[config.mk]
export PLATFORM = sky130hd
export DESIGN_NAME = interval_timer_ctrl_flat
export DESIGN_NICKNAME = d
export VERILOG_FILES = /design/src/rtl/interval_timer_pkg.sv /design/src/rtl/interval_timer_ctrl_if.sv /design/src/rtl/interval_counter.sv /design/src/rtl/interval_timer_ctrl.sv /design/src/flat_wrapper.sv
export SDC_FILE = /design/constraint.sdc
export NUM_CORES = 1
export LEC_CHECK = 0
export CAP_MARGIN = 15
export CORE_ASPECT_RATIO = 1.1
export CORE_MARGIN = 3
export CORE_UTILIZATION = 30
export CTS_CLUSTER_SIZE = 10
export DETAILED_ROUTE_END_ITERATION = 10
export PLACE_DENSITY = 0.57
export SLEW_MARGIN = 20
export SYNTH_ARGS = -nofsm -noshare
export SYNTH_HDL_FRONTEND = slang
export SYNTH_SLANG_ARGS = --single-unit
[constraint.sdc]
create_clock -name clk -period 1.9 [get_ports clk]
set_input_delay 0.38 -clock clk [delete_from_list [all_inputs] [get_ports clk]]
set_output_delay 0.38 -clock clk [all_outputs]
set_load 0.005 [all_outputs]
[src/rtl/interval_timer_pkg.sv]
// rtl/interval_timer_pkg.sv - shared types and constants for the interval timer
package interval_timer_pkg;

  localparam int DEFAULT_WIDTH = 4;

  localparam logic MODE_ONESHOT  = 1'b0;
  localparam logic MODE_PERIODIC = 1'b1;

  typedef enum logic {
    IDLE = 1'b0,
    RUN  = 1'b1
  } state_t;

endpackage

[src/rtl/interval_timer_ctrl_if.sv]
// rtl/interval_timer_ctrl_if.sv - host control/status bundle for the interval timer
interface interval_timer_ctrl_if
  import interval_timer_pkg::*;
#(
  parameter int WIDTH = DEFAULT_WIDTH
);

  logic             start;
  logic             stop;
  logic             hold;
  logic             mode;
  logic [WIDTH-1:0] period;
  logic             busy;
  logic [WIDTH-1:0] count;
  logic             tick;
  logic             done;
  logic             err;

  modport master (
    output start, stop, hold, mode, period,
    input  busy, count, tick, done, err
  );

  modport slave (
    input  start, stop, hold, mode, period,
    output busy, count, tick, done, err
  );

endinterface

[src/rtl/interval_counter.sv]
// rtl/interval_counter.sv - count register with sync clear, enable and wrap at a terminal value
module interval_counter #(
  parameter int WIDTH = 4
) (
  input  logic             clk,
  input  logic             rst,
  input  logic             clr,
  input  logic             en,
  input  logic [WIDTH-1:0] term,
  output logic [WIDTH-1:0] count,
  output logic             wrap
);

  assign wrap = (count == term);

  always_ff @(posedge clk) begin
    if (!rst) begin
      count <= '0;
    end else if (clr) begin
      count <= '0;
    end else if (en) begin
      count <= wrap ? '0 : count + WIDTH'(1);
    end
  end

endmodule

[src/rtl/interval_timer_ctrl.sv]
// rtl/interval_timer_ctrl.sv - IDLE/RUN sequencer driving the interval counter and tick/done/err pulses
module interval_timer_ctrl
  import interval_timer_pkg::*;
#(
  parameter int WIDTH = DEFAULT_WIDTH
) (
  input  logic                 clk,
  input  logic                 rst,
  interval_timer_ctrl_if.slave bus
);

  state_t           state;
  logic [WIDTH-1:0] period_q;
  logic             mode_q;
  logic             wrap;
  logic             accept;
  logic             cnt_clr;
  logic             cnt_en;

  // stop beats start in IDLE, so a simultaneous request is a no-op
  assign accept  = (state == IDLE) && bus.start && !bus.stop && (bus.period != '0);
  assign cnt_clr = accept || ((state == RUN) && bus.stop);
  assign cnt_en  = (state == RUN) && !bus.stop && !bus.hold;

  interval_counter #(.WIDTH(WIDTH)) u_counter (
    .clk   (clk),
    .rst   (rst),
    .clr   (cnt_clr),
    .en    (cnt_en),
    .term  (period_q - WIDTH'(1)),
    .count (bus.count),
    .wrap  (wrap)
  );

  always_ff @(posedge clk) begin
    if (!rst) begin
      state    <= IDLE;
      period_q <= '0;
      mode_q   <= MODE_ONESHOT;
      bus.busy <= 1'b0;
      bus.tick <= 1'b0;
      bus.done <= 1'b0;
      bus.err  <= 1'b0;
    end else begin
      bus.tick <= 1'b0;
      bus.done <= 1'b0;
      bus.err  <= 1'b0;
      case (state)
        IDLE: begin
          if (accept) begin
            period_q <= bus.period;
            mode_q   <= bus.mode;
            state    <= RUN;
            bus.busy <= 1'b1;
          end else if (bus.start && !bus.stop) begin
            bus.err <= 1'b1;
          end
        end
        RUN: begin
          if (bus.stop) begin
            state    <= IDLE;
            bus.busy <= 1'b0;
          end else if (!bus.hold && wrap) begin
            bus.tick <= 1'b1;
            if (mode_q == MODE_ONESHOT) begin
              bus.done <= 1'b1;
              state    <= IDLE;
              bus.busy <= 1'b0;
            end
          end
        end
        default: state <= IDLE;
      endcase
    end
  end

endmodule

[src/flat_wrapper.sv]
// flat-port wrapper written by rule: the top's interface ports become plain ports
module interval_timer_ctrl_flat import interval_timer_pkg::*;
#(
  parameter int WIDTH = DEFAULT_WIDTH
)
  (clk, rst, bus_start, bus_stop, bus_hold, bus_mode, bus_period, bus_busy, bus_count, bus_tick, bus_done, bus_err);
  interval_timer_ctrl_if #(.WIDTH(WIDTH)) bus_i ();
  input  logic clk;
  input  logic rst;
  input wire logic [$bits(bus_i.start)-1:0] bus_start;
  input wire logic [$bits(bus_i.stop)-1:0] bus_stop;
  input wire logic [$bits(bus_i.hold)-1:0] bus_hold;
  input wire logic [$bits(bus_i.mode)-1:0] bus_mode;
  input wire logic [$bits(bus_i.period)-1:0] bus_period;
  output wire logic [$bits(bus_i.busy)-1:0] bus_busy;
  output wire logic [$bits(bus_i.count)-1:0] bus_count;
  output wire logic [$bits(bus_i.tick)-1:0] bus_tick;
  output wire logic [$bits(bus_i.done)-1:0] bus_done;
  output wire logic [$bits(bus_i.err)-1:0] bus_err;
  assign bus_i.start = bus_start;
  assign bus_i.stop = bus_stop;
  assign bus_i.hold = bus_hold;
  assign bus_i.mode = bus_mode;
  assign bus_i.period = bus_period;
  assign bus_busy = bus_i.busy;
  assign bus_count = bus_i.count;
  assign bus_tick = bus_i.tick;
  assign bus_done = bus_i.done;
  assign bus_err = bus_i.err;
  interval_timer_ctrl #(.WIDTH(WIDTH)) u_core (.clk(clk), .rst(rst), .bus(bus_i));
endmodule
==> results.tsv, run 1 <==
metric	value	unit
cpPeakStageDelay	0.54	ns
slew_headroom	79.77	%
ctsHtreeMaxLevel	1	
grt_overflow	0	
path_delay_family	buffers and inverters	
cp-end-kind	output pin	
diodes	0	
dp_hpwl	1178	um
cts_root_buf	clkbuf_4	
grt_pass1_wl	2649	um
skew	0.003559	ns
max-vdd-ir-drop	320.4	uV
worst_pin_slew	0.3012	ns
final_max_slew_viol_count	0	
ys_ff_latch	14	
hp-class	register to register	
cts.clk_slew.worst_paths	0.09	ns
netlist_top_cells_area	dfxtp_1 (40%), nand2_1 (5.4%), ha_1 (3.6%)	
cts_setup_buffers	0	
die_x	51.87	um
setup_violations	0	
path_buf_inv	1	
status	completed	
path_class	register to output pin	
antenna_found_initial	0	
final_cell_area	977.2	sq um
row_count	17	
power.leakage	0.3665	nW
first_global_vias	589	
drive_gt1_share	13.73	%
initial_core_util	32.98	%
drt_iter0_drc	15	
p_per_area	627.3	nW/um^2
grt_max_degree	11	
drtPass1Iterations	4	
cts_buffers	3	
cts.sinks	14	
ys_warn_count	0	
finalCriticalPeriod	1.639	ns
finalNetCount	115	
required	1.52	ns
fmax	610.2	MHz
arrival	1.26	ns
die_h	56.46	um
cts_resized	0	
cp_cell_sequence	clkdlybuf4s50_1	
vias_per_cell	4.769	
fin_crit_sh	86.25	%
drt_wl_total	1497	um
hp-start	u_core.mode_q	
portBuffers	17	
dieArea	2929	sq um
crit_path_start	u_core.u_counter.count[0]	
gp_congestion	0.8036	
syn_area	694.4	sq um
postPlaceCellArea	940.9	sq um
clk_latency	0.28	ns
synth_seq_area_share	40.36	%
synthCells	76	
via_count	620	
r2r-start	u_core.period_q[0]	
synth_largest_area_cell	dfxtp_1	
synth.distinct_cells	30	
hold_buffers	0	
post_drt_wl_per_cell	11.52	um
final_antenna_net_count	0	
syn_area_per_cell	9.137	sq um
synth_top_area_share	40.36	%
drc	0	
start_kind	register	
slowest_stage	clkdlybuf4s50_1	
io_pins	18	
hold_viol	0	
grt_setup_unrepaired	false	
syn_to_final_growth	40.72	%
cts_tree	done	
clockBufferDepth	2	
core	2106	sq um
postSynthNetCount	88	
grt.total_usage	12.02	%
fill_cells	206	
maxCapViolations	0	
post-route-util	46.41	%
crit_fanout	6	
==> area by class of cell <==
class | count | area, sq um | area share [%]
tap | 28 | 35.03 | 3.585
clock buffer | 4 | 36.28 | 3.713
timing repair buffer | 23 | 215.2 | 22.02
sequential | 14 | 280.3 | 28.68
inverter | 2 | 7.507 | 0.7682
multi-input combinational | 59 | 402.9 | 41.23
==> cell usage after synthesis <==
library cell	count
a21boi_0	3
ha_1	2
nand2_1	10
o21ai_0	3
or3_1	1
a21oi_1	1
or3b_1	1
xnor3_1	1
nor2b_1	3
or3b_2	1
nor3_1	3
clkbuf_1	1
and2_1	1
nor4_1	2
nor3b_2	1
xnor2_1	2
a22oi_1	2
dfxtp_1	14
o22ai_1	1
nor3b_1	1
o211ai_2	1
nor4_4	1
nand3_1	3
a31oi_1	2
inv_1	2
and3_1	3
nand2b_1	2
nor2_1	4
xor2_1	2
o211ai_1	2
==> final timing paths <==
kind,cells after the start,to,slack [ns]
max reg2reg,6,u_core.bus.busy,0.35
max,1,bus_count[0],0.26
min reg2reg,1,u_core.bus.done,0.47
min,1,u_core.bus.done,0.47
==> power by group <==
group | switching, W | internal, W | total, W
Sequential | 0.00000733 | 0.000302 | 0.000309
Combinational | 0.0000385 | 0.0000512 | 0.0000897
Clock | 0.0000980 | 0.000116 | 0.000214
==> metrics by stage <==
stage | std cells | hold WS, ns | setup TNS (ns) | worst slack (ns) | power [W]
after floorplan | 76 | 0.4196 | 0 | 0.5222 | 0.0003588
after global placement | 126 | 0.4633 | 0 | 0.002586 | 0.0004048
after detailed placement | 126 | 0.4692 | -0.03591 | -0.01231 | 0.0004059
after CTS | 130 | 0.4810 | 0 | 0.2495 | 0.0006217
after global routing | 130 | 0.5151 | 0 | 0.1756 | 0.0006426
final | 130 | 0.4736 | 0 | 0.2613 | 0.0006130
==> metal layers <==
| metal | GRT usage [%] | vias to the layer above | wire, um |
|---|---|---|---|
| met5 | 0 | - | 0 |
| met4 | 7.865 | 0 | 21 |
| met3 | 1.592 | 2 | 46 |
| met2 | 18.31 | 11 | 763 |
| met1 | 15.45 | 282 | 666 |
| li1 | - | 325 | - |
==> cells by family after synthesis <==
kind of cell,synth area share (%)
buf+inv,1.622
xor+xnor,8.289
flops,40.36
compound gates,14.95
simple gates,31.17
fa+ha+maj,3.603
==> state kept, by name, summed over array words and instances, names as in the netlist <==
register	flops
u_core.bus.busy	1
u_core.mode_q	1
u_core.bus.tick	1
u_core.state	1
u_core.u_counter.count	4
u_core.bus.err	1
u_core.bus.done	1
u_core.period_q	4
==> cells in the final DEF, fill, tap and decap left out, types with 4 or more instances in the layout <==
| cell type | instances |
|---|---|
| nor2_1 | 4 |
| clkdlybuf4s50_1 | 17 |
| dfxtp_1 | 14 |
| nand2_1 | 10 |
| buf_4 | 6 |
Note: power is estimated with default switching activity, not from simulation.
==> run 2: changes to the inputs <==
Settings changed: GPL_TIMING_DRIVEN from default to 0.
==> results.tsv, run 2 (synthesized netlist as in run 1, its figures left out) <==
metric	value	unit	change
status	completed		
switchingPower	0.0001315	W	-8.6%
cts.clk_slew.worst_paths	0.08	ns	about the same
max-vdd-ir-drop	286.7	uV	-11%
final_cell_area	922.1	sq um	-5.6%
mostFrequentLayoutCells	clkdlybuf4s50_1 (17), dfxtp_1 (14), nand2_1 (10)		
skew	0.001503	ns	-0.002056 ns
ctsHtreeMaxLevel	1		unchanged
p_per_area	596.9	nW/um^2	-4.8%
grt_max_degree	11		unchanged
p_sw_share	23.89	%	+0.43 points
crit_fanout	6		unchanged
core	2106	sq um	unchanged
antenna_found_initial	0		unchanged
finalCriticalPeriod	1.755	ns	+0.1163 ns
path_depth	5		+4
r2r-start	u_core.period_q[0]		
cpPeakStageDelay	0.51	ns	-0.03 ns
final_common_cell	clkdlybuf4s50_1		
gp_congestion	0.7340		-8.7%
hold_slack	0.4712	ns	-0.002394 ns
final_max_slew_viol_count	0		unchanged
setup_violations	0		unchanged
first_global_vias	491		-17%
whs_path_depth	1		unchanged
ff2ff_path_depth	6		unchanged
dieArea	2929	sq um	unchanged
cts_root_buf	clkbuf_4		
cts_resized	0		unchanged
row_count	17		unchanged
seq_power_share	56.1	%	+5.7 points
drt_iter0_drc	15		unchanged
fin_crit_sh	92.37	%	+6.1 points
dp_hpwl	1116	um	-5.2%
drive_gt1_share	7.292	%	-6.4 points
slew_headroom	59.18	%	-21 points
worstHoldEndpoint	u_core.bus.done		
cts_tree	done		
cp-end-kind	register		
drc	0		unchanged
cp_cell_sequence	clkdlybuf4s50_1 -> or3b_2 -> o211ai_2 -> or3_1 -> o22ai_1		
path_delay_family	simple AND/OR/NAND/NOR gates		
reg2reg_to	u_core.bus.busy		
arrival	1.91	ns	+0.65 ns
hold_buffers	0		unchanged
clk_latency	0.26	ns	-0.02 ns
vias_per_cell	4.815		+0.95%
via_count	597		-3.7%
post_drt_wl_per_cell	11.29	um	-2.0%
required	2.05	ns	+0.53 ns
hold_viol	0		unchanged
postPlaceCellArea	899.6	sq um	-4.4%
power.leakage	0.3303	nW	-9.9%
die_x	51.87	um	unchanged
drtPass1Iterations	4		unchanged
cts.sinks	14		unchanged
syn_to_final_growth	32.79	%	
grt.total_usage	10.68	%	-1.3 points
start_kind	input port		
worst_pin_slew	0.6110	ns	+0.3097 ns
final_antenna_net_count	0		unchanged
portBuffers	17		unchanged
grt_pass1_wl	2318	um	-12%
finalNetCount	110		-4.3%
slowest_stage	clkdlybuf4s50_1		
path_class	input port to register		
maxCapViolations	0		unchanged
seq_area	280.3	sq um	unchanged
io_pins	18		unchanged
cts_setup_buffers	0		unchanged
pwr-share-clk	29.1	%	-5.9 points
r2r_slack	0.33	ns	-0.02 ns
grt_setup_unrepaired	false		
fill_cells	205		-0.49%
clockBufferDepth	2		unchanged
drt_wl_total	1400	um	-6.5%
comb_power_share	14.7	%	about the same
hp-class	register to register		
die_h	56.46	um	unchanged
multi_input_area	402.9	sq um	unchanged
cts_buffers	3		unchanged
reg.largest.list	u_core.period_q x4, u_core.u_counter.count x4		
fmax	569.8	MHz	-6.6%
initial_core_util	32.98	%	unchanged
path_buf_inv	1		unchanged
power.internal	0.0004189	W	-11%
hp-start	u_core.mode_q		
grt_overflow	0		unchanged
diodes	0		unchanged
run 2: final cells by class:
cell class	count	area share, %
Multi-Input combinational cell	59	43.69
Sequential cell	14	30.39
Timing Repair Buffer	17	18.45
Clock buffer	3	2.442
Inverter	2	0.8141
Buffer	1	0.4071
Tap cell	28	3.799
run 2: per-layer routing:
layer,vias up,GRT usage [%],wire length [um]
li1,315,-,-
met1,266,14.47,645
met2,14,15.08,649
met3,2,2.918,77
met4,0,5.618,27
met5,-,0,0
run 2: how the worst max path moves through the flow:
stage	start	to	slack (ns)
global route	bus_stop	u_core.u_counter.count[0]	0.05
CTS	bus_stop	u_core.u_counter.count[0]	0.15
detailed placement	bus_stop	u_core.u_counter.count[0]	-0.13
floorplan	bus_stop	u_core.u_counter.count[0]	0.52
global placement	bus_stop	u_core.u_counter.count[0]	-0.13
finish	bus_stop	u_core.u_counter.count[0]	0.15
run 2: worst reg2reg max path, cell delays in order, from the launching register on:
cell and delay, ns:
dfxtp_1 0.40, inv_1 0.07, ha_1 0.30, xor2_1 0.14
nand3_1 0.15, nor2_1 0.26, a31oi_1 0.13
run 2: power by group through the flow:
stage	Clock (W)	Combinational, W	Sequential [W]
floorplan	0	0.0000445	0.000314
global placement	0	0.0000814	0.000316
detailed placement	0	0.0000821	0.000316
CTS	0.000167	0.0000825	0.000309
global route	0.000186	0.0000906	0.000311
finish	0.000160	0.0000811	0.000309
run 2: metrics by stage:
stage | setup TNS (ns) | worst slack [ns] | instances | util [%] | total power, W
floorplan | 0 | 0.5222 | 76 | - | 0.0003588
global placement | -0.2125 | -0.1319 | 121 | 42.72 | 0.0003972
CTS | 0 | 0.1461 | 124 | 43.79 | 0.0005583
finish | 0 | 0.1450 | 124 | 43.79 | 0.0005505
detailed placement | -0.2019 | -0.1348 | 121 | 42.72 | 0.0003980
global route | 0 | 0.05177 | 124 | 43.79 | 0.0005874
